File: config.mk
export PLATFORM = sky130hd
export DESIGN_NAME = rip_memory_arbiter
export DESIGN_NICKNAME = d
export VERILOG_FILES = /design/src/rtl/rip_memory_arbiter.sv
export SDC_FILE = /design/constraint.sdc
export NUM_CORES = 1
export LEC_CHECK = 0
export ABC_AREA = 1
export BUFFER_PORTS_ARGS = -buffer_cell sky130_fd_sc_hd__clkbuf_2
export CAP_MARGIN = 20
export CORE_ASPECT_RATIO = 2
export CORE_MARGIN = 1
export CORE_UTILIZATION = 46
export DETAILED_ROUTE_END_ITERATION = 16
export PLACE_DENSITY = 0.84
export SLEW_MARGIN = 15
export SYNTH_ARGS = -nofsm -noshare
export SYNTH_HDL_FRONTEND = slang
export SYNTH_SLANG_ARGS = --single-unit
File: constraint.sdc
create_clock -name clk -period 1.68 [get_ports clk]
set_input_delay 0.336 -clock clk [delete_from_list [all_inputs] [get_ports clk]]
set_output_delay 0.336 -clock clk [all_outputs]
set_load 0.01 [all_outputs]
File: src/rtl/rip_memory_arbiter.sv
// rip_memory_arbiter
// Shares a single rip_memory_control_unit port between instruction fetch (IF)
// and load/store (LS). Requests use a valid/ready handshake and complete with a
// one-cycle response pulse. Arbitration is round-robin with one transaction in
// flight at a time.
//
// Ports:
//   clk, rstn                    clock, synchronous active-low reset
//   if_req_valid/ready, if_addr  IF read request handshake
//   if_resp_valid, if_rdata      IF response pulse and read data
//   ls_req_valid/ready, ls_we,   LS request handshake (ls_we==0 is a read)
//   ls_addr, ls_wdata
//   ls_resp_valid, ls_rdata      LS response pulse and read data
//   mem_re/we/addr/din           memory port command
//   mem_dout, mem_busy           memory port read data and busy
//   busy                         arbiter is not idle
module rip_memory_arbiter #(
  parameter int DATA_WIDTH = 32,
  parameter int ADDR_WIDTH = 32
) (
  input  logic                  clk,
  input  logic                  rstn,
  input  logic                  if_req_valid,
  output logic                  if_req_ready,
  input  logic [ADDR_WIDTH-1:0] if_addr,
  output logic                  if_resp_valid,
  output logic [DATA_WIDTH-1:0] if_rdata,
  input  logic                  ls_req_valid,
  output logic                  ls_req_ready,
  input  logic [3:0]            ls_we,
  input  logic [ADDR_WIDTH-1:0] ls_addr,
  input  logic [DATA_WIDTH-1:0] ls_wdata,
  output logic                  ls_resp_valid,
  output logic [DATA_WIDTH-1:0] ls_rdata,
  output logic                  mem_re,
  output logic [3:0]            mem_we,
  output logic [ADDR_WIDTH-1:0] mem_addr,
  output logic [DATA_WIDTH-1:0] mem_din,
  input  logic [DATA_WIDTH-1:0] mem_dout,
  input  logic                  mem_busy,
  output logic                  busy
);

  typedef enum logic [2:0] {IDLE, ISSUE, WAIT, WRITE, RESP} state_e;
  typedef enum logic {REQ_IF, REQ_LS} req_e;

  state_e                state_q, state_d;
  req_e                  last_grant_q, last_grant_d;
  req_e                  owner_q, owner_d;
  logic [ADDR_WIDTH-1:0] addr_q, addr_d;
  logic [3:0]            we_q, we_d;
  logic [DATA_WIDTH-1:0] wdata_q, wdata_d;
  logic [DATA_WIDTH-1:0] if_rdata_q, if_rdata_d;
  logic [DATA_WIDTH-1:0] ls_rdata_q, ls_rdata_d;

  always_ff @(posedge clk) begin
    if (!rstn) begin
      state_q      <= IDLE;
      last_grant_q <= REQ_LS;
      owner_q      <= REQ_IF;
      addr_q       <= '0;
      we_q         <= '0;
      wdata_q      <= '0;
      if_rdata_q   <= '0;
      ls_rdata_q   <= '0;
    end else begin
      state_q      <= state_d;
      last_grant_q <= last_grant_d;
      owner_q      <= owner_d;
      addr_q       <= addr_d;
      we_q         <= we_d;
      wdata_q      <= wdata_d;
      if_rdata_q   <= if_rdata_d;
      ls_rdata_q   <= ls_rdata_d;
    end
  end

  always_comb begin
    state_d      = state_q;
    last_grant_d = last_grant_q;
    owner_d      = owner_q;
    addr_d       = addr_q;
    we_d         = we_q;
    wdata_d      = wdata_q;
    if_rdata_d   = if_rdata_q;
    ls_rdata_d   = ls_rdata_q;
    if_req_ready = 1'b0;
    ls_req_ready = 1'b0;

    unique case (state_q)
      IDLE: begin
        if (!mem_busy) begin
          // IF wins when it is alone or when LS had the previous grant.
          if (if_req_valid && (!ls_req_valid || last_grant_q == REQ_LS)) begin
            if_req_ready = 1'b1;
            owner_d      = REQ_IF;
            last_grant_d = REQ_IF;
            addr_d       = if_addr;
            we_d         = '0;
            state_d      = ISSUE;
          end else if (ls_req_valid) begin
            ls_req_ready = 1'b1;
            owner_d      = REQ_LS;
            last_grant_d = REQ_LS;
            addr_d       = ls_addr;
            we_d         = ls_we;
            wdata_d      = ls_wdata;
            state_d      = (ls_we == 4'b0) ? ISSUE : WRITE;
          end
        end
      end
      // Hold re until the memory signals it has taken the read.
      ISSUE: if (mem_busy) state_d = WAIT;
      WAIT: begin
        if (!mem_busy) begin
          if (owner_q == REQ_IF) if_rdata_d = mem_dout;
          else                   ls_rdata_d = mem_dout;
          state_d = RESP;
        end
      end
      WRITE:   state_d = RESP;
      RESP:    state_d = IDLE;
      default: state_d = IDLE;
    endcase
  end

  assign mem_re        = (state_q == ISSUE);
  assign mem_we        = (state_q == WRITE) ? we_q : '0;
  assign mem_addr      = addr_q;
  assign mem_din       = wdata_q;
  assign if_resp_valid = (state_q == RESP) && (owner_q == REQ_IF);
  assign ls_resp_valid = (state_q == RESP) && (owner_q == REQ_LS);
  assign if_rdata      = if_rdata_q;
  assign ls_rdata      = ls_rdata_q;
  assign busy          = (state_q != IDLE);

endmodule

After elaboration in Yosys (flattened, before gate mapping):

Cells that the tools add are included.

* register bits: 137
* input bits: 137
* output and inout bits: 138
* logic and storage cells: 54

* eq/ne operators: 8
* muxes and demuxes: 21
* bitwise logic cells: 3
* reduce and logical (&&, ||, !) cells: 14

Operators with widths (number)
* $mux W32: 2
* $mux W3: 5
* $mux W4: 3
* $pmux W3 S4: 1
* $mux W1: 9
* $reduce_and A3 Y1: 3
* $reduce_and A4 Y1: 2
* $eq A3 B2 Y1 const B: 2
* $logic_not A4 Y1: 1
* $ne A2 B2 Y1 const B: 2
* $eq A3 B1 Y1 const B: 1
* $eq A3 B3 Y1 const B: 1
* $logic_and A1 B1 Y1: 3
* $logic_not A3 Y1: 1
* $ne A3 B3 Y1 const B: 1
* $not A1 Y1: 3
* $reduce_bool A3 Y1: 1
* $mux W2: 1
* $ne A2 B1 Y1 const B: 1
* $reduce_bool A2 Y1: 1
* $logic_not A1 Y1: 1
* $logic_or A1 B1 Y1: 1

Logic depth before layout (Yosys ltp):

* depth in word-level cells: 6
* mapped depth: 9
* depth with buffers taken out: 8

Least setup slack after synthesis:

OpenSTA, ideal clock, no wires.

* path type: register to output
* start: register state_q[2]
* end: output port if_req_ready
* arrival: 1.007 ns
* path slack: 0.337 ns
* cell stages (with the launch flop): 6
* path buffers: 0
* cell sequence: dfxtp_1 > inv_2 > nand2_2 > nor2_8 > inv_1 > nor3_1

* longest elaborated chain between the ends: 2

Ends and longest elaborated chain
* start, declared: RTL line 47 `state_e state_q, state_d;`
* start signal, assigned: RTL line 67 `state_q <= state_d;`
* $logic_not A3 Y1: RTL line 90 `unique case (state_q)`
* $mux W1: RTL line 90
* end, declared: RTL line 24 `output logic if_req_ready,`

No other way between the ends.

Final worst setup path:

Ends and elaborated chain as after synthesis.

==> insert_results.sql <==
INSERT INTO impl_metrics (metric_group, metric, value, unit) VALUES
('cells_and_area', 'fin_nets', '1142', ''),
('synthesis', 'postSynthRegisterBits', '137', ''),
('status', 'status', 'finished with violations', ''),
('clock_network', 'tritoncts_num_sinks', '137', ''),
('drt', 'routed_wl', '15110', 'um'),
('floorplan', 'starting_density_of_the_core', '0.4697', ''),
('synthesis', 'ys.flop_type', 'dfxtp_1', ''),
('cells_and_area', 'n_antenna_cell', '0', ''),
('synthesis', 'syn_area_per_cell', '7.418', 'um2'),
('synthesis', 'synth_async_sr_flop_share', '0', ''),
('sta', 'finalSetupViolations', '1', ''),
('hold_path', 'whs_path_depth', '3', ''),
('critical_path', 'type_of_element_launching_the_critical_path', 'register', ''),
('drt', 'drtPass1Iterations', '4', ''),
('critical_path', 'cp_num_cells', '6', ''),
('floorplan', 'core_region_area', '11700', 'um2'),
('synthesis', 'seq_area_frac_synth', '0.4990', ''),
('synthesis', 'synth.cell_area', '5497', 'um2'),
('drt', 'drtAntennaViolNets', '0', ''),
('pwr', 'leakagePower', '3.668', 'nW'),
('sta', 'rsz0062_at_grt', 'yes', ''),
('critical_path', 'cpPeakStageDelay', '360', 'ps'),
('synthesis', 'library_cell_with_the_highest_instance_count_after_synthesis', 'nand2_1', ''),
('synthesis', 'yosysTopAreaCellShare', '0.4990', ''),
('global_routing', 'global_route_wire_length_before_repair', '23280', 'um'),
('cells_and_area', 'number_of_inserted_filler_cells_in_the_final_layout', '1050', ''),
('pwr', 'netSwitchingFraction', '0.2623', ''),
('synthesis', 'synth_area_leader_cell', 'dfxtp_1', ''),
('synthesis', 'synthDistinctLibCells', '24', ''),
('pwr', 'net-switching-power', '2.416', 'mW'),
('global_routing', 'largest_net_degree_at_the_start_of_global_routing', '65', ''),
('drt', 'drcViolationCount', '0', ''),
('sta', 'finalWorstSetupSlack', '-4.420', 'ps'),
('drt', 'route.detailed.wl_per_inst', '12.99', 'um'),
('status', 'violations', 'setup timing', ''),
('critical_path', 'path_class', 'reg -> out', ''),
('floorplan', 'die_area', '12420', 'um2'),
('global_routing', 'antenna_found_initial', '0', ''),
('placed_design', 'gpl.final_weighted_congestion', '0.8444', ''),
('critical_path', 'timing.critical_path.max_delay_family', 'flip-flops', ''),
('drt', 'drt_iter0_drc', '250', ''),
('global_routing', 'groute.usage.overall', '0.2391', ''),
('floorplan', 'floorplan.io_pins', '275', ''),
('sta', 'timing.final.crit_period', '1684', 'ps'),
('sta', 'finalMaxSlewViolations', '0', ''),
('run', 'max_capacitance_violation_count', '0', ''),
('placed_design', 'port_buffers', '274', ''),
('clock_network', 'cts_hold_buffers', '0', ''),
('clock_network', 'clk_pin_slew', '60', 'ps'),
('sta', 'max_clock_freq', '0.5937', 'GHz'),
('critical_path', 'timing.critical_path.cells', 'inv_4 -> nand2_4 -> nor2_8 -> inv_4 -> nor3_4 -> buf_2', ''),
('synthesis', 'syn-num-nets', '878', ''),
('critical_path', 'worstSetupStartpoint', 'state_q[2]$_SDFFE_PN0P_', ''),
('floorplan', 'row_count', '56', ''),
('sta', 'slew_headroom', '0.7182', ''),
('pwr', 'cell_internal_pwr', '6.793', 'mW'),
('critical_path', 'timing.critical_path.buf_inv', '3', ''),
('cells_and_area', 'area_delta_synth_final', '39.77', '%'),
('critical_path', 'cp.required', '1340', 'ps'),
('synthesis', 'synth_edf_count', '0', ''),
('cells_and_area', 'fin_cells', '1163', ''),
('pwr', 'power_frac_clock', '0.448', ''),
('clock_network', 'number_of_buffers_on_the_longest_clock_path', '2', ''),
('sta', 'hold_violation_count_in_the_final_report', '0', ''),
('hold_path', 'hold_path_class', 'in -> reg', ''),
('synthesis', 'synth_common_cells', '145 x nand2_1, 137 x dfxtp_1, 98 x a21oi_1', ''),
('critical_path', 'cpMostUsedCell', 'inv_4', ''),
('clock_network', 'clock-root-buffer', 'clkbuf_16', ''),
('clock_network', 'cts_max_level', '4', ''),
('pwr', 'finalPower', '9.209', 'mW'),
('critical_path', 'cp_slowest_cell', 'dfxtp_4', '');
## power by group through the flow
| stage | Clock [mW] | Combinational [mW] | Sequential [mW] |
|---|---|---|---|
| 5_1_grt | 4.35 | 1.61 | 3.67 |
| 4_1_cts | 4.19 | 1.43 | 3.63 |
| 2_1_floorplan | 0 | 0.755 | 3.79 |
| 3_5_place_dp | 0 | 1.39 | 3.70 |
| 3_3_place_gp | 0 | 1.36 | 3.69 |
| 6_report | 4.12 | 1.45 | 3.64 |
## stage by stage
stage | util | area [um2] | hold WS (ps) | setup WS [ps]
after floorplan | - | 5497 | 461.4 | 336.8
after global placement | 0.5910 | 6915 | 429.4 | 208.2
after detailed placement | 0.5910 | 6915 | 432.9 | 114.0
after CTS | 0.6524 | 7634 | 148.4 | -31.28
after global routing | 0.6565 | 7682 | 157.3 | -71.47
final | 0.6565 | 7682 | 162.9 | -4.420
## flip-flops by register name, indices dropped and copies added, names as in the netlist
signal,flops
if_rdata,32
ls_rdata,32
mem_addr,32
mem_din,32
we_q,4
state_q,3
last_grant_q,1
owner_q,1
## cells in the final DEF, fill, tap and decap left out, drive strengths merged, types with 3 or more instances in the layout
cell type / netlist / layout
a21oi: 98 / 98
buf: 28 / 25
bufinv: 0 / 5
clkbuf: 24 / 291
clkinv: 0 / 3
dfxtp: 137 / 137
inv: 79 / 82
nand2: 149 / 149
nand3: 38 / 38
nor2: 83 / 83
o21ai: 100 / 100
## layout make-up
class	instances	area, um2	area share
Clock buffer	19	442.9	0.05765
Clock inverter	13	216.5	0.02818
Inverter	79	311.5	0.04055
Multi-Input combinational cell	473	2187	0.2847
Sequential cell	137	2751	0.3581
Tap cell	145	181.4	0.02362
Timing Repair Buffer	297	1592	0.2072
## kinds of logic (layout without fill, tap and decap cells)
group	count (synthesis)	count (layout)	share of synthesized area
flops	137	137	0.4990
buf+inv	131	408	0.1079
compound gates	199	199	0.1817
simple gates	274	274	0.2115
## metal layers
metal  vias up  routed length (um)  global-route usage
met2       196                8416              0.4573
met4         0                 447              0.1082
met3        33                 751             0.05714
li1       2890                   -                   -
met1      2542                5490              0.2344
met5         -                   0                   0
## repair_timing
action,in CTS,in global routing
cloned,0,0
pin swaps,3,1
gates resized for setup,9,12
buffers inserted,5,2
endpoints found under the setup margin,9,9
## final timing paths
| kind | end | slack, ps |
|---|---|---|
| min | mem_din[12]$_SDFFE_PN0P_ | 160 |
| max | if_req_ready | -4 |
| min reg2reg | ls_rdata[29]$_SDFFE_PN0P_ | 440 |
| max reg2reg | we_q[1]$_SDFFE_PN0P_ | 110 |
## worst register-to-register path, stage by stage (launching register included)
cell and delay (ps):
dfxtp_4 360, inv_4 60, nand2_4 60, nor2_8 140, buf_4 140, buf_4 100
nand2_4 60, inv_4 300, nand2_1 110, o21ai_1 90, nor2_1 50
Power figures use the tool's default switching activity.
